--- src/rtl/detector_ctrl.sv ---
`default_nettype none
// +----------------------------------------------------------------------------+
// | Module   : detector_ctrl                                                   |
// | Brief    : Arms the SDI timing detector core, qualifies its per-frame      |
// |            measurements into a format lock, and re-arms on loss/timeout.   |
// | Revision : 1.0 - initial release                                           |
// +----------------------------------------------------------------------------+
module detector_ctrl #(
    parameter int RST_CYCLES   = 100,
    parameter int TIMEOUT      = 4194304,
    parameter int LOCK_COUNT   = 3,
    parameter int UNLOCK_COUNT = 2,
    parameter int H_W          = 13,
    parameter int V_W          = 11
) (
    input  logic           det_clk,
    input  logic           det_rst_n,
    input  logic           enable_i,
    input  logic           meas_done_i,
    input  logic           meas_err_i,
    input  logic [H_W-1:0] meas_h_active_i,
    input  logic [V_W-1:0] meas_v_active_i,
    output logic           det_core_rst_o,
    output logic           locked_o,
    output logic [H_W-1:0] h_active_o,
    output logic [V_W-1:0] v_active_o,
    output logic           fmt_change_o,
    output logic           timeout_o
);

    localparam int c_RST_W   = $clog2(RST_CYCLES + 1);
    localparam int c_TMR_W   = $clog2(TIMEOUT);
    localparam int c_MATCH_W = $clog2(LOCK_COUNT + 1);
    localparam int c_MISS_W  = $clog2(UNLOCK_COUNT + 1);

    localparam logic [c_RST_W-1:0]   c_RST_LAST  = c_RST_W'(RST_CYCLES - 1);
    localparam logic [c_TMR_W-1:0]   c_TMR_LAST  = c_TMR_W'(TIMEOUT - 1);
    localparam logic [c_MATCH_W-1:0] c_LOCK_N    = c_MATCH_W'(LOCK_COUNT);
    localparam logic [c_MATCH_W-1:0] c_MATCH_ONE = c_MATCH_W'(1);
    localparam logic [c_MISS_W-1:0]  c_UNLOCK_N  = c_MISS_W'(UNLOCK_COUNT);

    localparam logic [1:0] c_IDLE    = 2'd0;
    localparam logic [1:0] c_RST_DET = 2'd1;
    localparam logic [1:0] c_ACQUIRE = 2'd2;
    localparam logic [1:0] c_LOCKED  = 2'd3;

    logic [1:0]           r_state;
    logic [c_RST_W-1:0]   r_rst_cnt;
    logic [c_TMR_W-1:0]   r_timer;
    logic [c_MATCH_W-1:0] r_match_cnt;
    logic [c_MISS_W-1:0]  r_miss_cnt;
    logic [H_W-1:0]       r_cand_h;
    logic [V_W-1:0]       r_cand_v;
    logic                 r_det_core_rst;
    logic                 r_locked;
    logic [H_W-1:0]       r_h_active;
    logic [V_W-1:0]       r_v_active;
    logic                 r_fmt_change;
    logic                 r_timeout;

    logic                 w_good;
    logic                 w_match;
    logic                 w_expire;
    logic [c_MATCH_W-1:0] w_match_inc;
    logic [c_MISS_W-1:0]  w_miss_inc;

    // A zero dimension means the core saw no usable video, so it is treated like an error.
    assign w_good      = meas_done_i & ~meas_err_i & (|meas_h_active_i) & (|meas_v_active_i);
    assign w_match     = w_good & (meas_h_active_i == r_cand_h) & (meas_v_active_i == r_cand_v);
    assign w_expire    = (r_timer == c_TMR_LAST) & ~meas_done_i;
    assign w_match_inc = r_match_cnt + 1'b1;
    assign w_miss_inc  = r_miss_cnt + 1'b1;

    always_ff @(posedge det_clk or negedge det_rst_n) begin
        if (!det_rst_n) begin
            r_state        <= c_IDLE;
            r_rst_cnt      <= '0;
            r_timer        <= '0;
            r_match_cnt    <= '0;
            r_miss_cnt     <= '0;
            r_cand_h       <= '0;
            r_cand_v       <= '0;
            r_det_core_rst <= 1'b1;
            r_locked       <= 1'b0;
            r_h_active     <= '0;
            r_v_active     <= '0;
            r_fmt_change   <= 1'b0;
            r_timeout      <= 1'b0;
        end else begin
            r_fmt_change <= 1'b0;
            r_timeout    <= 1'b0;
            if (!enable_i) begin
                r_state        <= c_IDLE;
                r_det_core_rst <= 1'b1;
                r_rst_cnt      <= '0;
                r_timer        <= '0;
                r_match_cnt    <= '0;
                r_miss_cnt     <= '0;
                if (r_state == c_LOCKED) begin
                    r_locked     <= 1'b0;
                    r_fmt_change <= 1'b1;
                end
            end else begin
                case (r_state)
                    c_IDLE: begin
                        r_det_core_rst <= 1'b1;
                        r_rst_cnt      <= '0;
                        r_state        <= c_RST_DET;
                    end
                    c_RST_DET: begin
                        if (r_rst_cnt == c_RST_LAST) begin
                            r_state        <= c_ACQUIRE;
                            r_det_core_rst <= 1'b0;
                            r_match_cnt    <= '0;
                            r_timer        <= '0;
                        end else begin
                            r_rst_cnt <= r_rst_cnt + 1'b1;
                        end
                    end
                    c_ACQUIRE: begin
                        if (meas_done_i) begin
                            r_timer <= '0;
                            if (w_good) begin
                                r_cand_h <= meas_h_active_i;
                                r_cand_v <= meas_v_active_i;
                                if ((r_match_cnt == '0) || w_match) begin
                                    if (w_match_inc == c_LOCK_N) begin
                                        r_state     <= c_LOCKED;
                                        r_locked    <= 1'b1;
                                        r_h_active  <= meas_h_active_i;
                                        r_v_active  <= meas_v_active_i;
                                        r_match_cnt <= '0;
                                        r_miss_cnt  <= '0;
                                    end else begin
                                        r_match_cnt <= w_match_inc;
                                    end
                                end else begin
                                    r_match_cnt <= c_MATCH_ONE;
                                end
                            end else begin
                                r_match_cnt <= '0;
                            end
                        end else if (w_expire) begin
                            r_timeout      <= 1'b1;
                            r_state        <= c_RST_DET;
                            r_det_core_rst <= 1'b1;
                            r_rst_cnt      <= '0;
                            r_timer        <= '0;
                            r_match_cnt    <= '0;
                        end else begin
                            r_timer <= r_timer + 1'b1;
                        end
                    end
                    c_LOCKED: begin
                        if (meas_done_i) begin
                            r_timer <= '0;
                            if (w_match) begin
                                r_miss_cnt <= '0;
                            end else if (w_miss_inc == c_UNLOCK_N) begin
                                r_locked       <= 1'b0;
                                r_fmt_change   <= 1'b1;
                                r_state        <= c_RST_DET;
                                r_det_core_rst <= 1'b1;
                                r_rst_cnt      <= '0;
                                r_miss_cnt     <= '0;
                            end else begin
                                r_miss_cnt <= w_miss_inc;
                            end
                        end else if (w_expire) begin
                            r_locked       <= 1'b0;
                            r_fmt_change   <= 1'b1;
                            r_timeout      <= 1'b1;
                            r_state        <= c_RST_DET;
                            r_det_core_rst <= 1'b1;
                            r_rst_cnt      <= '0;
                            r_timer        <= '0;
                            r_miss_cnt     <= '0;
                        end else begin
                            r_timer <= r_timer + 1'b1;
                        end
                    end
                    default: begin
                        r_state        <= c_IDLE;
                        r_det_core_rst <= 1'b1;
                    end
                endcase
            end
        end
    end

    assign det_core_rst_o = r_det_core_rst;
    assign locked_o       = r_locked;
    assign h_active_o     = r_h_active;
    assign v_active_o     = r_v_active;
    assign fmt_change_o   = r_fmt_change;
    assign timeout_o      = r_timeout;

endmodule
`default_nettype wire

--- config.mk ---
export PLATFORM = sky130hd
export DESIGN_NAME = detector_ctrl
export DESIGN_NICKNAME = d
export VERILOG_FILES = /design/src/rtl/detector_ctrl.sv
export SDC_FILE = /design/constraint.sdc
export NUM_CORES = 1
export LEC_CHECK = 0
export BUFFER_PORTS_ARGS = -buffer_cell sky130_fd_sc_hd__buf_2
export CORE_MARGIN = 2
export CORE_UTILIZATION = 58
export DETAILED_ROUTE_END_ITERATION = 10
export MAX_ROUTING_LAYER = met4
export PLACE_DENSITY = 0.87
export REMOVE_ABC_BUFFERS = 1
export SLEW_MARGIN = 20
export SYNTH_ARGS = -nofsm -noshare
export SYNTH_HDL_FRONTEND = slang
export SYNTH_SLANG_ARGS = --single-unit
export TNS_END_PERCENT = 10
--- constraint.sdc ---
create_clock -name det_clk -period 2.9 [get_ports det_clk]
set_input_delay 0.145 -clock det_clk [delete_from_list [all_inputs] [get_ports det_clk]]
set_output_delay 0.145 -clock det_clk [all_outputs]
set_load 0.02 [all_outputs]
======== Yosys cells after proc, flatten, opt, wreduce, memory -nomap -nowiden ========
Index checks and enable logic that the tools add are counted.
storage, ports and cells
  bits of input ports ..................... 29
  logic and storage cells ................. 138
  memories ................................ 0
  latch bits .............................. 0
  bits in registers ....................... 87
  bits in writable memories ............... 0
  bits in read-only memories .............. 0
  output and inout bits ................... 28
operators by class
  equality and inequality tests ........... 26
  reductions and logical operators ........ 17
  mux-type cells .......................... 70
  shift-type cells ........................ 0
  magnitude comparators ................... 0
  bitwise operators ....................... 8
  divide/modulo/power cells ............... 0
  multiply operators ...................... 0
  add/sub/neg operators ................... 4
operators by type and width
  kind                                                              count
  22-bit two-way mux                                                4
  2-bit two-way mux                                                 25
  7-bit two-way mux                                                 7
  22-bit case mux with 2 select lines                               1
  7-bit case mux with 4 select lines                                1
  1-bit two-way mux                                                 27
  4-bit != test (second input constant)                             6
  22-bit by 1-bit adder with 22-bit output (second input constant)  1
  22-bit == test (second input constant)                            1
  3-bit != test (second input constant)                             7
  6-bit AND reduction                                               3
  13-bit == test                                                    1
  13-bit OR reduction                                               1
  4-bit AND reduction                                               3
  11-bit == test                                                    1
  11-bit OR reduction                                               1
  9-bit AND reduction                                               1
  2-bit == test (second input constant)                             4
  2-bit case mux with 2 select lines                                2
  2-bit case mux with 4 select lines                                1
  7-bit by 1-bit adder with 7-bit output (second input constant)    1
  7-bit == test (second input constant)                             1
  1-bit bitwise AND                                                 6
  3-bit by 1-bit != test with 1-bit output (second input constant)  2
  13 further kinds                                                  17

======== Logic depth before layout (Yosys ltp) ========
Gate-level depths: netlist (run 1).
  word-level depth ........................ 12
  gate-level depth with buffers ........... 9
  depth with buffers taken out ............ 7

======== Worst setup path after synthesis (run 1) ========
OpenSTA, ideal clock, no wires.
  path kind ............................... flip-flop to flip-flop
  start point ............................. reg r_cand_v[5]
  end point ............................... reg r_h_active[0], in the netlist h_active_o[0]
  arrival time ............................ 1.996 ns
  clock period less this slack ............ 2.123 ns
  data required time ...................... 2.773 ns
  setup time .............................. 0.127 ns
  path slack .............................. 0.777 ns
  stages on the path, launching flop included .. 9
  cell sequence ........................... dfrtp_1 -> xor2_1 -> nor4_2 -> nand4_2 -> nor3_4 -> and3_1 -> buf_4 -> buf_6 -> mux2_1
on the way
  longest elaborated chain between the ends .. 4
ends and longest elaborated chain
  what                           line  RTL
  start, declared                53    logic [V_W-1:0] r_cand_v;
  start signal, assigned         125   r_cand_v <= meas_v_active_i;
  11-bit == test                 69    assign w_match = w_good & (meas_h_active_i == r_cand_h) & (meas_v_active_i == r_cand_v);
  1-bit bitwise AND              69
  1-bit logical OR               126   if ((r_match_cnt == '0) || w_match) begin
  6-bit AND reduction (no line)  -
  end signal, assigned           130   r_h_active <= meas_h_active_i;
  end, declared                  56    logic [H_W-1:0] r_h_active;
No other way between the ends.
A chain may end at the register's enable or synchronous reset.

======== Worst setup path in the final report (run 1) ========
  start point ............................. reg r_cand_v[7]
  end point ............................... reg r_v_active[2], in the netlist v_active_o[2]
on the way
  longest elaborated chain between the ends .. 4
ends and longest elaborated chain
  what                           line  RTL
  11-bit == test                 69
  1-bit bitwise AND              69
  1-bit logical OR               126
  6-bit AND reduction (no line)  -
  end signal, assigned           131   r_v_active <= meas_v_active_i;
  end, declared                  57    logic [V_W-1:0] r_v_active;
No other way between the ends.

==> impl_metrics.json, run 1 <==
{
  "critical_path_class": "reg2reg",
  "worst_pin_slew_ns": 0.805,
  "ys_ff_latch": 87,
  "synth-seq-area-share_pct": 48.7,
  "arrival_ns": 2.75,
  "die-area_mm2": 0.00844,
  "start_util_pct": 58.8,
  "ys_warn_count": 0,
  "p_leak_uw": 0.00251,
  "stdcell_count": 591,
  "vias": 3644,
  "synth_cell_types": 56,
  "critical_path.max_stage_delay_ns": 0.43,
  "fp.dieW_um": 91.9,
  "yosysMostFrequentCell": "dfrtp_1",
  "synthFlopType": "dfrtp_1",
  "dr.pass1.iters": 7,
  "cp.depth": 7,
  "cap_violations": 0,
  "drive_gt1_share_pct": 24.3,
  "tritoncts": "built",
  "clock-sinks": 87,
  "cp_top_family": "simple AND/OR/NAND/NOR gates",
  "timing.final.crit_share_pct": 86.5,
  "status": "finished, final reports clean",
  "setup_viol": 0,
  "numPortBuffers": 56,
  "avgSynthCellArea_um2": 10.5,
  "drc_errors": 0,
  "grt_max_degree": 88,
  "endpoint_kind": "flop",
  "cts_buffers": 9,
  "fmax_mhz": 399,
  "cp_slowest_cell": "and3_1",
  "fin_crit_ns": 2.51,
  "synthArstFlopShare_pct": 100,
  "vias_per_cell": 6.17,
  "wl_um": 10100,
  "syn_area_mm2": 0.00448,
  "yosys.area.top_type": "dfrtp_1",
  "grt_overflow_total": 0,
  "fp.coreArea_mm2": 0.00761,
  "worstPathMaxFanout": 20,
  "path_clk_slew_ns": 0.09,
  "synthTopCellsByCount": "86 x dfrtp_1, 46 x nand2_1, 35 x o21ai_0",
  "slew_viol_final": 0,
  "die_height_um": 91.9,
  "clk_latency_ns": 0.36,
  "grt.total_usage_pct": 25.8,
  "power.density_mw_per_mm2": 434,
  "irDropWorstVdd_mv": 0.415,
  "worstPathRequired_ns": 3.15,
  "finClkSkew_ns": 0.00905,
  "reg2reg_depth": 7,
  "synth_edf_count": 0,
  "synth_top_area_share_pct": 48.1,
  "syn_to_final_growth_pct": 13.2,
  "layout.nets": 515,
  "synth_area_leaders": "dfrtp_1 48%, mux2_2 6.3%, xor2_1 5.5%",
  "h-tree-depth": 3,
  "grt_pass1_vias": 3548,
  "rows": 32,
  "cp.buffers_inverters": 1,
  "rsz0062_at_grt": "false",
  "drtIter0Drc": 386,
  "wl_per_cell_um": 17.0,
  "hold_class": "in2reg",
  "syn_inst": 426,
  "grt_pass1_wl_um": 17000,
  "root_buffer": "clkbuf_8",
  "hpwl_um": 7070,
  "dpl.cell_count": 574,
  "diodes": 0,
  "crit_chain": "xor2_1 -> nor4_2 -> nand4_2 -> nor3_4 -> and3_1 -> buf_12 -> mux2_2",
  "clk_path_buf_depth": 2,
  "fin_tns_setup_ns": 0,
  "num_io_pins": 57,
  "holdPathStages": 3,
  "gp_congestion": 0.910,
  "hold_viol": 0,
  "num-fill-cells": 589,
  "max_slew_margin_pct": 45.8,
  "grt_antenna_before_repair": 0,
  "detail-route-antenna-nets": 0,
  "worst_setup_path_start_kind": "flop"
}
==> worst register-to-register path: cells and delay by family, from the launching register on <==
kind / cells / cell delay (ns)
multiplexers: 1 / 0.36
flip-flops: 1 / 0.41
AND/OR/NAND/NOR: 4 / 1.26
buffers and inverters: 1 / 0.22
XOR/XNOR: 1 / 0.17
==> worst paths after layout <==
check                                     from       endpoint  slack [ns]
max                                r_cand_v[7]  v_active_o[2]        0.39
min                        meas_h_active_i[11]   r_cand_h[11]        0.03
max reg2reg                        r_cand_v[7]  v_active_o[2]        0.39
min reg2reg                      v_active_o[3]  v_active_o[3]        0.49
max in group asynchronous            det_rst_n    r_cand_h[4]        1.97
min in group asynchronous            det_rst_n    r_timer[14]        0.37
==> routing by layer <==
| layer | vias up | wire, um | global-route usage (%) |
|---|---|---|---|
| li1 | 1672 | - | - |
| met1 | 1804 | 4200 | 34.0 |
| met2 | 145 | 5020 | 41.5 |
| met3 | 23 | 589 | 3.62 |
| met4 | 0 | 253 | 8.96 |
| met5 | - | 0 | - |
==> kinds of logic (layout without fill, tap and decap cells) <==
| logic type | count (synthesis) | in the layout | synth area share (%) |
|---|---|---|---|
| muxes | 46 | 46 | 11.5 |
| xor gates and xnor gates | 30 | 30 | 5.87 |
| AOI/OAI and AO/OA | 74 | 74 | 10.5 |
| adders and majority gates | 2 | 2 | 0.559 |
| buffers and inverters | 24 | 87 | 2.66 |
| DFF | 87 | 87 | 48.7 |
| and+or+nand+nor | 163 | 163 | 20.2 |
==> through the flow <==
step	area (um2)	power (uW)	utilization [%]	setup slack, ns	hold WS (ns)
5_1_grt	5070	2270	66.6	0.211	0.0368
6_report	5070	2200	66.6	0.391	0.0346
2_1_floorplan	4380	1310	-	0.111	-0.151
3_3_place_gp	4870	1390	64.0	0.490	0.395
4_1_cts	5050	2210	66.4	0.379	0.0130
3_5_place_dp	4870	1400	64.0	0.419	0.406
==> layout by cell type, fill, tap and decap left out, types with 3 or more instances in the layout <==
cell type	instances
o21ai_0	35
nor2b_1	6
xor2_1	28
a31oi_1	4
dfrtp_1	86
inv_1	7
nand2_1	46
nand3_1	18
nor4_2	4
a21oi_1	7
buf_2	55
nor4_1	10
o22ai_1	4
nor3_1	8
and3_1	5
nand4_1	18
nor2_1	29
mux2_1	19
a21o_1	3
clkbuf_8	10
inv_6	4
mux2_2	25
buf_4	6
==> area by class of cell <==
cell class	count	area, um2	area share (%)
Multi-Input combinational cell	315	2190	43.1
Inverter	7	26.3	0.518
Timing Repair Buffer	64	362	7.13
Tap cell	102	128	2.52
Sequential cell	87	2180	43.0
Clock inverter	6	51.3	1.01
Clock buffer	10	138	2.72
==> flip-flops by register name (all words and copies together), names as in the netlist, 2 cells and up <==
| register | count |
|---|---|
| r_cand_v | 11 |
| r_cand_h | 13 |
| r_state | 2 |
| v_active_o | 11 |
| r_match_cnt | 2 |
| r_miss_cnt | 2 |
| h_active_o | 13 |
| r_rst_cnt | 7 |
| r_timer | 22 |
==> where the power goes <==
group	internal (uW)	switching [uW]	leakage, uW
combinational	47.4	93.3	0.00122
clock	349	472	0.0000943
sequential	1230	12.1	0.00120
==> timing repair <==
item	CTS	global route
resized for setup	0	0
setup buffers	0	0
hold buffers	0	1
endpoints found under the hold margin	0	86
Power figures use the tool's default switching activity.
==> run 2, diff against run 1 <==
--- a/config.mk
+++ b/config.mk
@@ -6,11 +6,12 @@
 export NUM_CORES = 1
 export LEC_CHECK = 0
 export BUFFER_PORTS_ARGS = -buffer_cell sky130_fd_sc_hd__buf_2
+export CORE_ASPECT_RATIO = 0.6
 export CORE_MARGIN = 2
-export CORE_UTILIZATION = 58
+export CORE_UTILIZATION = 62
 export DETAILED_ROUTE_END_ITERATION = 10
 export MAX_ROUTING_LAYER = met4
-export PLACE_DENSITY = 0.87
+export PLACE_DENSITY = 0.92
 export REMOVE_ABC_BUFFERS = 1
 export SLEW_MARGIN = 20
 export SYNTH_ARGS = -nofsm -noshare
==> constraint.sdc (replaced) <==
create_clock -name det_clk -period 3.1 [get_ports det_clk]
set_input_delay 0.155 -clock det_clk [delete_from_list [all_inputs] [get_ports det_clk]]
set_output_delay 0.155 -clock det_clk [all_outputs]
set_load 0.02 [all_outputs]
==> impl_metrics.json, run 2 (synthesis gave the netlist of run 1 again) <==
{
  "gp_congestion": 0.912,
  "worstPathMaxFanout": 25,
  "clock-sinks": 87,
  "max_slew_margin_pct": 23.2,
  "fp.dieW_um": 114,
  "num-fill-cells": 448,
  "largest-register": "r_timer",
  "fin_tns_setup_ns": 0,
  "detail-route-antenna-nets": 0,
  "route.met3.wl_um": 885,
  "worst_setup_path_start_kind": "flop",
  "status": "finished, final reports clean",
  "syn_to_final_growth_pct": 15.0,
  "drc_errors": 0,
  "endpoint_kind": "flop",
  "p_leak_uw": 0.00256,
  "tritoncts": "built",
  "wl_per_cell_um": 19.7,
  "hpwl_um": 7730,
  "post_cts_buffers": 0,
  "root_buffer": "clkbuf_16",
  "cts_buffers": 9,
  "grt.total_usage_pct": 30.7,
  "cts_resized": 0,
  "worst_pin_slew_ns": 1.14,
  "vias_per_cell": 6.56,
  "wl_um": 11300,
  "drive_gt1_share_pct": 23.9,
  "cap_violations": 0,
  "hold_viol": 0,
  "die_height_um": 69.8,
  "slew_viol_final": 0,
  "fin_crit_ns": 2.69,
  "fin_area_mm2": 0.00515,
  "finClkSkew_ns": 0.00710,
  "start_util_pct": 65.6,
  "grt_pass1_wl_um": 18700,
  "grt_pass1_vias": 3732,
  "clk_latency_ns": 0.34,
  "placed_cell_area_mm2": 0.00481,
  "grt_max_degree": 88,
  "holdBufCountCts": 0,
  "grt_overflow_total": 0,
  "clk_path_buf_depth": 2,
  "timing.final.crit_share_pct": 86.8,
  "drt-met1-wl_um": 4910,
  "dr.pass1.iters": 5,
  "mostFrequentLayoutCell": "dfrtp_1",
  "highest_layer": "met4",
  "h-tree-depth": 3,
  "rows": 23,
  "critical_path_class": "reg2reg",
  "layout.nets": 512,
  "vias": 3760,
  "largest_reg_flops": 22,
  "setup_viol": 0,
  "arrival_ns": 2.91,
  "num_io_pins": 57,
  "fp.coreArea_mm2": 0.00682,
  "grt_antenna_before_repair": 0,
  "power.density_mw_per_mm2": 478,
  "irDropWorstVdd_mv": 0.451,
  "path_clk_slew_ns": 0.06,
  "stdcell_count": 573,
  "drtIter0Drc": 424,
  "fmax_mhz": 372,
  "die-area_mm2": 0.00794,
  "diodes": 0,
  "worstPathRequired_ns": 3.32,
  "dpl.cell_count": 556,
  "layout_common_cells": "86 x dfrtp_1, 55 x buf_2, 46 x nand2_1",
  "rsz0062_at_grt": "false",
  "hold_class": "in2reg",
  "met2_length_um": 5220,
  "numPortBuffers": 56
}
==> run 2: changes by cell type in the layout (fill, tap and decap cells not counted), sizes merged <==
| cell | change |
|---|---|
| buf | -3 |
| bufinv | +2 |
| inv | -4 |
| clkinvlp | -1 |
| clkinv | +3 |
==> run 2: worst max-delay path, stage by stage, from the launching register on <==
cell and delay, ns:
dfrtp_1 0.39, xor2_1 0.15, nor4_2 0.40, nand4_2 0.26, nor3_4 0.38, and3_1 0.24, buf_4 0.34, mux2_1 0.39
==> run 2: final cells by class <==
cell class / count / area, um2 / area share, %
clock inverter: 6 / 83.8 / 1.63
sequential: 87 / 2180 / 42.3
clock buffer: 10 / 239 / 4.64
timing repair buffer: 61 / 327 / 6.34
inverter: 7 / 26.3 / 0.510
multi-input combinational: 315 / 2190 / 42.5
tap: 87 / 109 / 2.11
==> run 2: path summary, 6_finish.rpt <==
| check | start | to | slack, ns | cells past startpoint |
|---|---|---|---|---|
| worst max-delay path | r_cand_v[9] | h_active_o[1] | 0.41 | 7 |
| worst min-delay path | meas_h_active_i[11] | r_cand_h[11] | 0.08 | 3 |
| worst max register to register | r_cand_v[9] | h_active_o[1] | 0.41 | 7 |
| worst min register to register | v_active_o[8] | v_active_o[8] | 0.48 | 1 |
| max in group asynchronous | det_rst_n | v_active_o[7] | 2.14 | 2 |
| min in group asynchronous | det_rst_n | r_cand_v[1] | 0.41 | 2 |
==> run 2: per-stage QoR <==
stage,total power (uW),setup slack (ns),hold WS [ns],utilization [%]
after floorplan,1230,0.311,-0.141,-
after global placement,1300,0.647,0.407,70.6
after detailed placement,1310,0.499,0.411,70.6
after CTS,2460,0.456,0.0455,75.3
after global routing,2530,0.313,0.0855,75.5
final,2460,0.410,0.0785,75.5
==> run 2: routing by layer <==
layer | vias up | track usage, %
met3 | 35 | 6.64
met2 | 213 | 46.1
met5 | - | -
met4 | 0 | 10.0
met1 | 1838 | 42.1
li1 | 1674 | -
==> run 2: report_power, final <==
part	switching, uW	internal, uW
clock network	443	725
logic	90.1	44.4
registers	11.9	1150
